[src/rtl/button_event_gen_pkg.sv]
// -----------------------------------------------------------------------------
// btn_evt_pkg
// Shared definitions for the button event generator:
//   - btn_state_e : FSM state encoding (IDLE / PRESSED / REPEAT)
//   - DEF_*       : default timing constants for a 50 MHz clock
// -----------------------------------------------------------------------------
package btn_evt_pkg;

   typedef enum logic [1:0] {
      IDLE    = 2'd0,
      PRESSED = 2'd1,
      REPEAT  = 2'd2
   } btn_state_e;

   // 1 s long-press and 200 ms auto-repeat at 50 MHz
   localparam int DEF_LONG_CYCLES   = 50_000_000;
   localparam int DEF_REPEAT_CYCLES = 10_000_000;
   localparam int DEF_CNT_BITS      = 26;
   localparam int DEF_RPT_BITS      = 8;

endpackage

[src/rtl/button_event_gen_if.sv]
// -----------------------------------------------------------------------------
// button_event_gen_if
// Connects a debounced button level to the event generator and carries the
// resulting event pulses back to the control logic.
//   btn_clean     : debounced level, 1 = pressed
//   press_pulse   : one-cycle pulse on press
//   release_pulse : one-cycle pulse on release
//   long_pulse    : one-cycle pulse when the hold reaches the long threshold
//   repeat_pulse  : one-cycle pulse per auto-repeat interval
//   held          : level, high while a press is in progress
//   repeat_count  : saturating count of repeats in the current/last hold
// Modports:
//   master : the side that supplies btn_clean and consumes events
//   slave  : the event generator itself
// -----------------------------------------------------------------------------
interface button_event_gen_if
   import btn_evt_pkg::*;
#(
   parameter int RPT_BITS = DEF_RPT_BITS
);

   logic                btn_clean;
   logic                press_pulse;
   logic                release_pulse;
   logic                long_pulse;
   logic                repeat_pulse;
   logic                held;
   logic [RPT_BITS-1:0] repeat_count;

   modport master (
      output btn_clean,
      input  press_pulse, release_pulse, long_pulse, repeat_pulse,
      input  held, repeat_count
   );

   modport slave (
      input  btn_clean,
      output press_pulse, release_pulse, long_pulse, repeat_pulse,
      output held, repeat_count
   );

endinterface

[src/rtl/button_event_gen_hold_timer.sv]
// -----------------------------------------------------------------------------
// hold_timer
// Free-running hold counter with synchronous clear and enable. When enabled
// and the count equals term, done is high for that cycle and the counter
// restarts from zero on the same edge, so done never lasts more than one
// cycle and the counter never wraps.
// Ports:
//   clk, rst : clock, asynchronous active-high reset
//   clr      : synchronous clear (wins over everything else)
//   en       : count enable; the counter holds its value when low
//   term     : terminal count (threshold - 1)
//   done     : combinational, high on the cycle the count reaches term
// -----------------------------------------------------------------------------
module hold_timer #(
   parameter int CNT_BITS = 26
) (
   input  logic                clk,
   input  logic                rst,
   input  logic                clr,
   input  logic                en,
   input  logic [CNT_BITS-1:0] term,
   output logic                done
);

   logic [CNT_BITS-1:0] cnt;

   assign done = en & ~clr & (cnt == term);

   always_ff @(posedge clk or posedge rst) begin
      if (rst)
         cnt <= '0;
      else if (clr || done)
         cnt <= '0;
      else if (en)
         cnt <= cnt + 1'b1;
   end

endmodule

[src/rtl/button_event_gen.sv]
// -----------------------------------------------------------------------------
// button_event_gen
// Turns a debounced button level into one-cycle user events: press, release,
// long-press and (optionally) auto-repeat. All outputs are registered; an
// event detected on edge N is visible for exactly one cycle after edge N.
//
// Build option:
//   BUTTON_AUTO_REPEAT_EN  defined   -> repeat_pulse every REPEAT_CYCLES while
//                                       held past the long-press point, and
//                                       repeat_count counts them (saturating).
//                          undefined -> after long_pulse the FSM only waits for
//                                       release; repeat_pulse = 0 and
//                                       repeat_count = 0.
// Ports:
//   clk : system clock
//   rst : asynchronous, active-high reset
//   bus : button_event_gen_if.slave (btn_clean in, event outputs)
// Parameters:
//   LONG_CYCLES   : hold length before long_pulse
//   REPEAT_CYCLES : interval between repeat pulses
//   CNT_BITS      : hold counter width, 2^CNT_BITS > max(LONG, REPEAT)
//   RPT_BITS      : repeat_count width
// -----------------------------------------------------------------------------
module button_event_gen
   import btn_evt_pkg::*;
#(
   parameter int LONG_CYCLES   = DEF_LONG_CYCLES,
   parameter int REPEAT_CYCLES = DEF_REPEAT_CYCLES,
   parameter int CNT_BITS      = DEF_CNT_BITS,
   parameter int RPT_BITS      = DEF_RPT_BITS
) (
   input  logic               clk,
   input  logic               rst,
   button_event_gen_if.slave  bus
);

   localparam logic [CNT_BITS-1:0] LONG_TERM   = CNT_BITS'(LONG_CYCLES - 1);
   localparam logic [CNT_BITS-1:0] REPEAT_TERM = CNT_BITS'(REPEAT_CYCLES - 1);

`ifdef BUTTON_AUTO_REPEAT_EN
   localparam bit                  AUTO_RPT = 1'b1;
   localparam logic [RPT_BITS-1:0] RPT_MAX  = '1;
`else
   localparam bit                  AUTO_RPT = 1'b0;
`endif

   btn_state_e          state;
   logic                btn_q;
   logic                armed;
   logic                rise, fall;
   logic                tmr_clr, tmr_en, tmr_done;
   logic [CNT_BITS-1:0] tmr_term;

   logic                press_q, rel_q, long_q, held_q;
   logic [RPT_BITS-1:0] rpt_cnt;

   // armed is low until the first edge after reset, so a button that is
   // still down when reset is released is not mistaken for a fresh press:
   // btn_q picks up the level on that edge and only a later 0->1 counts.
   assign rise = armed & bus.btn_clean & ~btn_q;
   assign fall = armed & ~bus.btn_clean & btn_q;

   // Counter runs in PRESSED and, with auto-repeat, in REPEAT; otherwise it
   // is frozen (it was just cleared by the long-press threshold).
   assign tmr_clr  = (state == IDLE) & rise;
   assign tmr_en   = (state == PRESSED) | (AUTO_RPT & (state == REPEAT));
   assign tmr_term = (state == PRESSED) ? LONG_TERM : REPEAT_TERM;

   hold_timer #(
      .CNT_BITS (CNT_BITS)
   ) u_hold_timer (
      .clk  (clk),
      .rst  (rst),
      .clr  (tmr_clr),
      .en   (tmr_en),
      .term (tmr_term),
      .done (tmr_done)
   );

`ifdef BUTTON_AUTO_REPEAT_EN
   logic rpt_q;
`endif

   always_ff @(posedge clk or posedge rst) begin
      if (rst) begin
         state   <= IDLE;
         btn_q   <= 1'b0;
         armed   <= 1'b0;
         press_q <= 1'b0;
         rel_q   <= 1'b0;
         long_q  <= 1'b0;
         held_q  <= 1'b0;
         rpt_cnt <= '0;
`ifdef BUTTON_AUTO_REPEAT_EN
         rpt_q   <= 1'b0;
`endif
      end else begin
         btn_q   <= bus.btn_clean;
         armed   <= 1'b1;
         press_q <= 1'b0;
         rel_q   <= 1'b0;
         long_q  <= 1'b0;
`ifdef BUTTON_AUTO_REPEAT_EN
         rpt_q   <= 1'b0;
`endif
         case (state)
            IDLE: begin
               if (rise) begin
                  state   <= PRESSED;
                  held_q  <= 1'b1;
                  press_q <= 1'b1;
                  rpt_cnt <= '0;
               end
            end
            // Fall is tested before the threshold so a release on the
            // terminal cycle yields only release_pulse.
            PRESSED: begin
               if (fall) begin
                  state  <= IDLE;
                  held_q <= 1'b0;
                  rel_q  <= 1'b1;
               end else if (tmr_done) begin
                  state  <= REPEAT;
                  long_q <= 1'b1;
               end
            end
            REPEAT: begin
               if (fall) begin
                  state  <= IDLE;
                  held_q <= 1'b0;
                  rel_q  <= 1'b1;
               end
`ifdef BUTTON_AUTO_REPEAT_EN
               else if (tmr_done) begin
                  rpt_q <= 1'b1;
                  if (rpt_cnt != RPT_MAX)
                     rpt_cnt <= rpt_cnt + 1'b1;
               end
`endif
            end
            default: begin
               state  <= IDLE;
               held_q <= 1'b0;
            end
         endcase
      end
   end

   assign bus.press_pulse   = press_q;
   assign bus.release_pulse = rel_q;
   assign bus.long_pulse    = long_q;
   assign bus.held          = held_q;
   assign bus.repeat_count  = rpt_cnt;
`ifdef BUTTON_AUTO_REPEAT_EN
   assign bus.repeat_pulse  = rpt_q;
`else
   assign bus.repeat_pulse  = 1'b0;
`endif

endmodule

[src/flat_wrapper.sv]
// flat-port wrapper written by rule: the top's interface ports become plain ports
module button_event_gen_flat import btn_evt_pkg::*;
#(
   parameter int LONG_CYCLES   = DEF_LONG_CYCLES,
   parameter int REPEAT_CYCLES = DEF_REPEAT_CYCLES,
   parameter int CNT_BITS      = DEF_CNT_BITS,
   parameter int RPT_BITS      = DEF_RPT_BITS
)
  (clk, rst, bus_btn_clean, bus_press_pulse, bus_release_pulse, bus_long_pulse, bus_repeat_pulse, bus_held, bus_repeat_count);
  button_event_gen_if #(.RPT_BITS(RPT_BITS)) bus_i ();
  input  logic clk;
  input  logic rst;
  input wire logic [$bits(bus_i.btn_clean)-1:0] bus_btn_clean;
  output wire logic [$bits(bus_i.press_pulse)-1:0] bus_press_pulse;
  output wire logic [$bits(bus_i.release_pulse)-1:0] bus_release_pulse;
  output wire logic [$bits(bus_i.long_pulse)-1:0] bus_long_pulse;
  output wire logic [$bits(bus_i.repeat_pulse)-1:0] bus_repeat_pulse;
  output wire logic [$bits(bus_i.held)-1:0] bus_held;
  output wire logic [$bits(bus_i.repeat_count)-1:0] bus_repeat_count;
  assign bus_i.btn_clean = bus_btn_clean;
  assign bus_press_pulse = bus_i.press_pulse;
  assign bus_release_pulse = bus_i.release_pulse;
  assign bus_long_pulse = bus_i.long_pulse;
  assign bus_repeat_pulse = bus_i.repeat_pulse;
  assign bus_held = bus_i.held;
  assign bus_repeat_count = bus_i.repeat_count;
  button_event_gen #(.LONG_CYCLES(LONG_CYCLES), .REPEAT_CYCLES(REPEAT_CYCLES), .CNT_BITS(CNT_BITS), .RPT_BITS(RPT_BITS)) u_core (.clk(clk), .rst(rst), .bus(bus_i));
endmodule
[config.mk]
export PLATFORM = sky130hd
export DESIGN_NAME = button_event_gen_flat
export DESIGN_NICKNAME = d
export VERILOG_FILES = /design/src/rtl/button_event_gen_pkg.sv /design/src/rtl/button_event_gen_if.sv /design/src/rtl/button_event_gen_hold_timer.sv /design/src/rtl/button_event_gen.sv /design/src/flat_wrapper.sv
export SDC_FILE = /design/constraint.sdc
export NUM_CORES = 1
export LEC_CHECK = 0
export ABC_AREA = 1
export BUFFER_PORTS_ARGS = -buffer_cell sky130_fd_sc_hd__buf_2
export CORE_ASPECT_RATIO = 0.75
export CORE_MARGIN = 1.5
export CORE_UTILIZATION = 35
export CTS_BUF_LIST = sky130_fd_sc_hd__clkbuf_8 sky130_fd_sc_hd__clkbuf_16
export DETAILED_ROUTE_END_ITERATION = 8
export GPL_TIMING_DRIVEN = 0
export MAX_ROUTING_LAYER = met4
export SYNTH_ARGS = -nofsm -noshare
export SYNTH_HDL_FRONTEND = slang
export SYNTH_SLANG_ARGS = --single-unit
[constraint.sdc]
create_clock -name clk -period 2.14 [get_ports clk]
set_input_delay 0.535 -clock clk [delete_from_list [all_inputs] [get_ports clk]]
set_output_delay 0.535 -clock clk [all_outputs]
set_load 0.005 [all_outputs]
==> run_results.csv, run 1 <==
group,metric,value,unit
timing,finalHoldViolations,0,
timing,worst-slew-pin-transition,735,ps
yosys,post_synth_mux_area_share,0,%
yosys,synth_top_cells_by_area,"dfrtp_1 (38%), nand2_1 (18%), nor2_1 (8.8%)",
detailed_routing,wirelength,5.08,mm
yosys,yosys.area_share.adder,2.22,%
yosys,synth-edff-count,0,
die,fp.dieH,72.5,um
yosys,synth.largest_area_cell,"dfrtp_1",
yosys,post_synth_num_cell_types,27,
yosys,yosys_register_bits,34,
detailed_routing,drc,0,
yosys,synth-compound-area-share,1.94,%
detailed_routing,detail-route-antenna-nets,0,
die,core-area,6260,um^2
final_layout,area_growth,12.0,%
detailed_routing,via_count,2008,
final_layout,antennaDiodeCount,0,
timing,finalSetupViolCount,0,
setup_path,r2r_cells,11,
placed_design,portBuffers,6,
clocking,ctsRootBufferMaster,"clkbuf_8",
placed_design,dp_hpwl,3.87,mm
setup_path,worstPathRequired,2320,ps
detailed_routing,dr_vias_cell,4.63,
die,floorplan.initialDensity,36.0,%
detailed_routing,wl_per_cell,11.7,um
timing,whs,366,ps
clocking,cts_made_buffers,5,
yosys,yosys.area_share.simple,44.1,%
yosys,yosysSeqAreaShare,37.7,%
timing,clock-skew-final,6.09,ps
global_routing,grt_pass1_vias,1837,
setup_path,crit_path_max_fanout,9,
yosys,synth_area_per_cell,6.81,um^2
setup_path,critical_path.top_delay_family,"simple AND/OR/NAND/NOR gates",
global_routing,antenna_found_initial,0,
power,power_leakage,1.22,nW
run_status,status,"finished, final reports clean",
timing,timing.fmax,0.519,GHz
worst_hold_path,timing.hold.worst.class,"in2async",
setup_path,worstSetupStartpointType,"register",
global_routing,grt_usage,17.4,%
clocking,clock_insertion_delay_worst_skew,290,ps
die,floorplan.rows,25,
yosys,synth_top_area_share,37.7,%
timing,period_share,90.1,%
placed_design,place_congestion,0.960,
global_routing,grt_overflow,0,
detailed_routing,drt_first_pass_iters,4,
global_routing,grt_max_degree,35,
final_layout,finalCoreUtilization,40.4,%
timing,setup_tns,0,ps
clocking,postCtsSetupRepairBufs,0,
clocking,clock_transition_at_the_registers_of_the_reported_paths,70,ps
yosys,synth-xor-area-share,3.11,%
setup_path,timing.rr.start,"u_core.state[1]",
timing,worst_slew_margin_rel,50.9,%
setup_path,slowest_cp_cell,"dfrtp_1",
yosys,dominantRegCellSynth,"dfrtp_1",
timing,fin_crit,1930,ps
setup_path,regToRegSetupSlack,210,ps
setup_path,worst_r2r_endpoint,"u_core.u_hold_timer.cnt[11]",
clocking,cts-root-to-sink-buffers,2,
die,io_pins,16,
clocking,resized_after_cts,0,
setup_path,cp_slowest_stage_delay,400,ps
setup_path,worstPathBufferInverterCount,3,
power,vdd_drop_max,369,uV
yosys,netlist_top_cells_count,"nand2_1 (108), nor2_1 (53), inv_1 (36)",
die,die_area,6940,um^2
yosys,netlist_area,2250,um^2
yosys,post-synth-top-count-cell,"nand2_1",
power,pwr_density_cell,700,nW/um^2
global_routing,grt_first_pass_wirelength,8.95,mm
final_layout,post_route_cells_drive_above_1_share,13.6,%
setup_path,timing_worst_setup_path_type,"reg2reg",
yosys,combinational_family_with_the_most_area_after_synthesis,"simple AND/OR/NAND/NOR gates",
final_layout,final_nets,359,
clocking,htreeDepth,2,
yosys,synth_async_sr_flop_share,100,%
setup_path,crit_path_cell_trace,"inv_1 -> ha_1 -> inv_1 -> nor3_1 -> nand3_1 -> nand2_1 -> nand2_1 -> nand2_2 -> nand2_4 -> clkinv_2 -> nor2_1",
setup_path,setup.worst_path.end_class,"register",
flow_run,max_cap_violations,0,
clocking,clock-sinks,34,
timing,grt_setup_unrepaired,"false",
timing,report.final.slew_viol_count,0,
die,die-width,95.7,um
yosys,yosys_warnings,0,
clocking,post_cts_hold_buffer_count,0,
clocking,cts_tree,"done",
yosys,post_synth_inst_count,331,
detailed_routing,drt_iter0_drc,167,
setup_path,crit_arrival,2110,ps
==> layer usage <==
layer,global-route usage (%),share of wire [%],wire (um)
met5,-,0,0
met4,4.41,1.0,51
met3,3.35,4.4,224
met2,22.3,39,1990
met1,27.2,55,2810
==> flip-flops by register name, summed over array words and instances (netlist names) <==
signal and flops:
u_core.bus.held 1, u_core.btn_q 1, u_core.bus.release_pulse 1, u_core.state 2, u_core.bus.long_pulse 1, u_core.u_hold_timer.cnt 26, u_core.bus.press_pulse 1, u_core.armed 1
==> final cells by class <==
type                    instances  area [um^2]
fillers                       665         3730
repair buffers                  6         30.0
multi-input cells             253         1190
plain buffers                  12         87.6
clock buffers                   8          110
well taps                      81          101
flip-flops and latches         34          851
inverters                      40          151
==> cells by family (layout without fill, tap and decap cells) <==
kind of cell | after synthesis | after routing
AO/OA/AOI/OAI | 8 | 8
XOR/XNOR | 8 | 8
adder cells (fa/ha/maj) | 4 | 4
buffers and inverters | 52 | 66
flip-flops | 34 | 34
other | 2 | 10
AND/OR/NAND/NOR | 223 | 223
==> layout by cell type, fill, tap and decap left out, types with 2 or more instances in the layout <==
master / Yosys / final
xnor2_1: 2 / 2
nand2_1: 108 / 108
buf_2: 1 / 7
nor2_4: 3 / 3
nor2_2: 7 / 7
nor3_1: 7 / 7
nor2_1: 53 / 53
clkbuf_8: 0 / 8
conb_1: 2 / 10
nor4_1: 2 / 2
inv_2: 2 / 3
nand3_1: 19 / 19
nand2_2: 6 / 6
nand4_1: 8 / 8
inv_1: 36 / 35
ha_1: 4 / 4
xor2_1: 6 / 6
o21ai_0: 6 / 6
dfrtp_1: 34 / 34
buf_4: 11 / 11
nand3b_1: 7 / 7
==> per-stage QoR <==
step / instances / power, mW / instance area [um^2] / worst slack (ps)
CTS: 434 / 1.79 / 2530 / 221
global route: 434 / 1.89 / 2530 / 12.3
global placement: 426 / 1.21 / 2420 / 220
finish: 434 / 1.77 / 2530 / 212
floorplan: 339 / 1.10 / 2280 / 583
detailed placement: 426 / 1.21 / 2420 / 232
==> worst max path at each step <==
| stage | startpoint | to | slack, ps | depth (start not counted) |
|---|---|---|---|---|
| after floorplan | u_core.state[0] | u_core.u_hold_timer.cnt[0] | 580 | 9 |
| after global placement | u_core.state[1] | u_core.u_hold_timer.cnt[9] | 220 | 11 |
| after detailed placement | u_core.state[1] | u_core.u_hold_timer.cnt[11] | 230 | 11 |
| after CTS | u_core.state[1] | u_core.u_hold_timer.cnt[11] | 220 | 11 |
| after global routing | u_core.state[1] | u_core.u_hold_timer.cnt[11] | 10 | 11 |
| final | u_core.state[1] | u_core.u_hold_timer.cnt[11] | 210 | 11 |
==> worst reg2reg max path: stages, from the launching register on <==
cell and delay [ps]:
dfrtp_1 400, inv_1 100, ha_1 250, inv_1 120, nor3_1 180, nand3_1 100
nand2_1 80, nand2_1 110, nand2_2 150, nand2_4 120, clkinv_2 160, nor2_1 70
==> power breakdown <==
group          internal, mW  total (mW)  switching [mW]  leakage (nW)
sequential            0.709       0.782          0.0726         0.462
clock                 0.325       0.560           0.236        0.0575
combinational         0.143       0.425           0.283         0.703
total                  1.18        1.77           0.591          1.22
Power figures use the tool's default switching activity.
==> run 2: changes to the inputs <==
--- a/config.mk
+++ b/config.mk
@@ -5,7 +5,6 @@
 export SDC_FILE = /design/constraint.sdc
 export NUM_CORES = 1
 export LEC_CHECK = 0
-export ABC_AREA = 1
 export BUFFER_PORTS_ARGS = -buffer_cell sky130_fd_sc_hd__buf_2
 export CORE_ASPECT_RATIO = 0.75
 export CORE_MARGIN = 1.5
==> run_results.csv, run 2 <==
group,metric,value,unit
clocking,clock-sinks,34,
die,die_area,6240,um^2
global_routing,antenna_found_initial,0,
timing,timing.fmax,0.463,GHz
die,die-width,90.7,um
power,pwr_density_cell,716,nW/um^2
timing,finalHoldViolations,0,
global_routing,grt_max_degree,35,
setup_path,crit_arrival,2330,ps
setup_path,timing_worst_setup_path_type,"reg2reg",
clocking,cts_tree,"done",
clocking,clock_transition_at_the_registers_of_the_reported_paths,80,ps
yosys,post_synth_num_cell_types,45,
setup_path,regToRegSetupSlack,-20,ps
yosys,synth_async_sr_flop_share,100,%
final_layout,largest_register_ff_count,26,
die,io_pins,16,
detailed_routing,wirelength,4.43,mm
setup_path,setup.worst_path.start,"u_core.state[1]",
yosys,yosys_register_bits,34,
final_layout,layout_top_registers,"u_core.u_hold_timer.cnt (26), u_core.state (2)",
placed_design,place_congestion,0.829,
yosys,dominantRegCellSynth,"dfrtp_1",
die,fp.dieH,68.8,um
placed_design,number_of_placed_instances_with_taps_included,288,
die,floorplan.rows,23,
final_layout,most_frequent_cells_in_the_layout,"dfrtp_1 (34), buf_4 (18), nor2_2 (16), nand2_1 (15), xnor2_1 (14)",
timing,fin_crit,2160,ps
setup_path,crit_path_cell_trace,"inv_2 -> ha_4 -> or4bb_4 -> nor3_4 -> o2111ai_4 -> o21ai_4 -> buf_6 -> buf_12 -> a21oi_2",
timing,report.final.slew_viol_count,0,
worst_hold_path,timing.hold.worst.class,"in2async",
detailed_routing,detail-route-antenna-nets,0,
detailed_routing,dr_vias_cell,4.81,
setup_path,timing.rr.start,"u_core.state[1]",
placed_design,dp_hpwl,2.84,mm
yosys,yosysSeqAreaShare,42.1,%
timing,clock-skew-final,14.1,ps
global_routing,grt_first_pass_wirelength,7.65,mm
yosys,synth_top_cells_by_area,"dfrtp_1 (42%), xnor2_1 (6.1%), nor2_2 (5.6%)",
detailed_routing,wl_per_cell,14.4,um
final_layout,final_cell_count_no_fill,307,
run_status,violated_checks,"negative setup slack",
final_layout,post_route_cells_drive_above_1_share,35.8,%
power,power_leakage,1.03,nW
clocking,cts-root-to-sink-buffers,2,
final_layout,final_nets,238,
timing,worst_slew_margin_rel,52.2,%
yosys,synth_area_per_cell,10.2,um^2
yosys,post_synth_inst_count,199,
yosys,netlist_area,2020,um^2
run_status,status,"finished, violations left",
setup_path,crit_path_max_fanout,5,
final_layout,area_growth,21.9,%
timing,grt_setup_unrepaired,"true",
final_layout,layout_commonest_cell,"dfrtp_1",
die,core-area,5440,um^2
die,floorplan.initialDensity,37.2,%
clocking,htreeDepth,2,
timing,layout_setup_ws,-17.7,ps
setup_path,setup.worst_path.end_class,"register",
timing,worst-slew-pin-transition,715,ps
global_routing,grt_overflow,0,
global_routing,grt_pass1_vias,1499,
setup_path,worstPathRequired,2310,ps
detailed_routing,drc,0,
yosys,post-synth-top-count-cell,"dfrtp_1",
placed_design,portBuffers,6,
setup_path,cp_slowest_stage_delay,470,ps
detailed_routing,drt_iter0_drc,63,
clocking,post_cts_hold_buffer_count,0,
yosys,yosys_warnings,0,
timing,period_share,101,%
timing,finalSetupViolCount,5,
yosys,synth_top_area_share,42.1,%
setup_path,slowest_cp_cell,"or4bb_4",
yosys,netlist_top_cells_count,"dfrtp_1 (34), nor2_2 (18), nand2_1 (15)",
detailed_routing,drt_first_pass_iters,4,
yosys,synth-edff-count,0,
final_layout,finalCoreUtilization,45.3,%
clocking,clock_insertion_delay_worst_skew,300,ps
final_layout,antennaDiodeCount,0,
global_routing,grt_usage,16.7,%
final_layout,top_reg_by_flops,"u_core.u_hold_timer.cnt",
flow_run,max_cap_violations,0,
power,vdd_drop_max,246,uV
detailed_routing,via_count,1478,
setup_path,worstSetupStartpointType,"register",
clocking,cts_made_buffers,5,
clocking,ctsRootBufferMaster,"clkbuf_8",
yosys,synth.largest_area_cell,"dfrtp_1",
## run 2: what timing repair did
| item | CTS | global route |
|---|---|---|
| gates cloned | 1 | 0 |
| endpoints found under the setup margin | 25 | 24 |
| buffers inserted | 9 | 3 |
| resized for setup | 8 | 14 |
| pin swaps | 5 | 8 |
## run 2: layout make-up
type / count / area [um^2]
multi-input combinational: 152 / 1140
clock inverter: 3 / 37.5
inverter: 7 / 26.3
tap: 75 / 93.8
clock buffer: 5 / 68.8
sequential: 34 / 851
timing repair buffer: 18 / 131
buffer: 13 / 118
fill: 510 / 2980
## run 2: per-layer routing
layer	track usage (%)	wire length, um
met5	-	0
met4	6.55	70
met3	3.62	151
met2	24.4	1830
met1	22.8	2380
## run 2: cells by family after synthesis
| group | Yosys count | share of synthesized area [%] |
|---|---|---|
| AO/OA/AOI/OAI | 19 | 7.68 |
| XOR/XNOR | 21 | 9.10 |
| adder cells (fa/ha/maj) | 4 | 2.48 |
| buffers and inverters | 21 | 7.12 |
| flip-flops | 34 | 42.1 |
| multiplexers | 1 | 0.495 |
| other | 2 | 0.372 |
| AND/OR/NAND/NOR | 97 | 30.6 |
## run 2: stage by stage
| step | area [um^2] | setup TNS (ps) | hold WS (ps) | setup slack (ps) | power [mW] |
|---|---|---|---|---|---|
| finish | 2460 | -55.6 | 349 | -17.7 | 1.76 |
| detailed placement | 2180 | -5740 | 507 | -269 | 1.12 |
| floorplan | 2060 | 0 | 507 | 11.4 | 1.03 |
| CTS | 2400 | 0 | 379 | 7.01 | 1.75 |
| global placement | 2180 | -4880 | 503 | -233 | 1.11 |
| global route | 2460 | -687 | 384 | -90.0 | 1.87 |
## run 2: path summary, 6_finish.rpt
path	to	depth (start not counted)
max	u_core.u_hold_timer.cnt[25]	9
max reg2reg	u_core.u_hold_timer.cnt[25]	9
min	u_core.state[1]	2
min reg2reg	u_core.bus.held	2
max in group asynchronous	u_core.u_hold_timer.cnt[21]	2
min in group clk	u_core.btn_q	1
## run 2: where the power goes
group	internal, mW	switching (mW)	total (mW)
Sequential	0.700	0.0681	0.768
Clock	0.339	0.239	0.578
Combinational	0.175	0.243	0.418
## run 2: worst max-delay path: cells and delay by family, from the launching register on
family | cells | cell delay, ps
flip-flops | 1 | 410
buffers and inverters | 3 | 350
adder cells (fa/ha/maj) | 1 | 140
AO/OA/AOI/OAI | 3 | 420
AND/OR/NAND/NOR | 2 | 690
==> run 3: changes to the inputs <==
--- a/config.mk
+++ b/config.mk
@@ -7,7 +7,7 @@
 export LEC_CHECK = 0
 export BUFFER_PORTS_ARGS = -buffer_cell sky130_fd_sc_hd__buf_2
 export CORE_ASPECT_RATIO = 0.75
-export CORE_MARGIN = 1.5
+export CORE_MARGIN = 4
 export CORE_UTILIZATION = 35
 export CTS_BUF_LIST = sky130_fd_sc_hd__clkbuf_8 sky130_fd_sc_hd__clkbuf_16
 export DETAILED_ROUTE_END_ITERATION = 8
==> run_results.csv, run 3 (synthesis results as in run 2) <==
group,metric,value,unit
run_status,status,"finished, violations left",
run_status,violated_checks,"negative setup slack",
final_layout,most_frequent_cells_in_the_layout,"dfrtp_1 (34), buf_4 (20), nor2_2 (17), nand2_1 (15), xnor2_1 (14)",
die,die_area,7070,um^2
setup_path,crit_arrival,2350,ps
global_routing,grt_pass1_vias,1422,
detailed_routing,detail-route-antenna-nets,0,
global_routing,grt_first_pass_wirelength,7.29,mm
die,io_pins,16,
timing,timing.fmax,0.460,GHz
global_routing,antenna_found_initial,0,
timing,clock-skew-final,5.58,ps
global_routing,grt_busiest_layer,"met1",
final_layout,final_cell_count_no_fill,311,
timing,grt_setup_unrepaired,"true",
timing,layout_setup_ws,-32.7,ps
placed_design,place_congestion,0.801,
final_layout,antennaDiodeCount,0,
power,power_leakage,1.05,nW
detailed_routing,wirelength,4.38,mm
setup_path,crit_path_max_fanout,5,
timing,setup_tns,-216,ps
setup_path,r2r_cells,9,
timing,finalHoldViolations,0,
detailed_routing,dr_vias_cell,4.93,
flow_run,max_cap_violations,0,
final_layout,top_reg_by_flops,"u_core.u_hold_timer.cnt",
power,vdd_drop_max,311,uV
global_routing,grt_max_degree,35,
final_layout,final_nets,242,
timing,worst_slew_margin_rel,51.9,%
clocking,clock_transition_at_the_registers_of_the_reported_paths,70,ps
placed_design,portBuffers,6,
placed_design,dp_hpwl,2.98,mm
clocking,cts-root-to-sink-buffers,2,
global_routing,global_route.usage.met3,4.20,%
timing,report.final.slew_viol_count,0,
setup_path,worstSetupStartpointType,"register",
global_routing,grt_usage,14.1,%
setup_path,setup.worst_path.end_class,"register",
die,floorplan.rows,23,
clocking,cts_tree,"done",
detailed_routing,wl_per_cell,14.1,um
placed_design,placedInstanceArea,2180,um^2
clocking,cts_made_buffers,5,
timing,period_share,102,%
worst_hold_path,timing.hold.worst.class,"in2async",
clocking,clock_insertion_delay_worst_skew,290,ps
final_layout,layout_commonest_cell,"dfrtp_1",
detailed_routing,drc,0,
die,die-width,95.7,um
clocking,clock-sinks,34,
global_routing,grt_overflow,0,
detailed_routing,via_count,1533,
clocking,ctsRootBufferMaster,"clkbuf_8",
die,fp.dieH,73.8,um
final_layout,final_design_area_excluding_fillers,2480,um^2
global_routing,grtUsageMet2,17.8,%
final_layout,area_growth,22.8,%
final_layout,layout_top_registers,"u_core.u_hold_timer.cnt (26), u_core.state (2)",
setup_path,setup.worst_path.start,"u_core.state[1]",
detailed_routing,drt_iter0_drc,95,
timing,finalSetupViolCount,15,
setup_path,regToRegSetupSlack,-30,ps
placed_design,number_of_placed_instances_with_taps_included,288,
setup_path,timing.rr.start,"u_core.state[1]",
power,pwr_density_cell,721,nW/um^2
global_routing,global_route.usage.met1,21.1,%
die,core-area,5470,um^2
detailed_routing,drt_first_pass_iters,4,
final_layout,largest_register_ff_count,26,
setup_path,worst_r2r_endpoint,"u_core.u_hold_timer.cnt[20]",
clocking,htreeDepth,2,
timing,fin_crit,2170,ps
setup_path,timing_worst_setup_path_type,"reg2reg",
final_layout,post_route_cells_drive_above_1_share,35.6,%
die,floorplan.initialDensity,37.0,%
setup_path,worstPathRequired,2320,ps
timing,worst-slew-pin-transition,721,ps
-- run 3: changes by cell type in the layout (fill, tap and decap cells not counted), moves of 2 or more --
| cell | previous run | this run |
|---|---|---|
| buf_4 | 18 | 20 |
| nor4_2 | 5 | 3 |
| buf_8 | 1 | 3 |
| nor4_1 | 1 | 4 |
-- run 3: through the flow --
| stage | hold WS [ps] | setup WS [ps] | utilization [%] | power (mW) |
|---|---|---|---|---|
| after floorplan | 507 | 11.4 | - | 1.03 |
| after global placement | 502 | -238 | 39.9 | 1.11 |
| after detailed placement | 518 | -228 | 39.9 | 1.12 |
| after CTS | 386 | -4.70 | 44.4 | 1.77 |
| after global routing | 388 | -94.1 | 45.4 | 1.90 |
| final | 358 | -32.7 | 45.4 | 1.79 |
-- run 3: what timing repair did --
item	in CTS	in global routing
setup buffers	11	4
pin swaps	5	10
endpoints found under the setup margin	25	25
resized for setup	10	8
hold buffers	0	0
gates cloned	1	1
-- run 3: power breakdown --
part	internal [mW]	switching, mW
clock network	0.339	0.236
registers	0.700	0.0704
logic	0.197	0.246
-- run 3: layout make-up --
class,instances,area [um^2]
inverter,7,26.3
clock inverter,3,37.5
clock buffer,5,68.8
multi-input combinational,152,1100
buffer,13,113
timing repair buffer,22,186
tap,75,93.8
sequential,34,851
fill,523,2990
-- run 3: critical path: stages, from the launching register on --
cell	delay (ps)
dfrtp_1	410
inv_2	90
ha_4	150
or4bb_4	480
nor3_4	220
o2111ai_4	170
o21ai_4	220
buf_4	160
clkbuf_16	140
nor2_2	40
-- run 3: how the worst max path moves through the flow --
stage | endpoint
floorplan | u_core.u_hold_timer.cnt[16]
global placement | u_core.u_hold_timer.cnt[13]
detailed placement | u_core.u_hold_timer.cnt[15]
CTS | u_core.u_hold_timer.cnt[16]
global route | u_core.u_hold_timer.cnt[21]
finish | u_core.u_hold_timer.cnt[20]
-- run 3: layer usage --
| layer | vias to the layer above | routed length (um) |
|---|---|---|
| li1 | 748 | - |
| met1 | 729 | 2310 |
| met2 | 52 | 1720 |
| met3 | 4 | 324 |
| met4 | 0 | 26 |
| met5 | - | 0 |
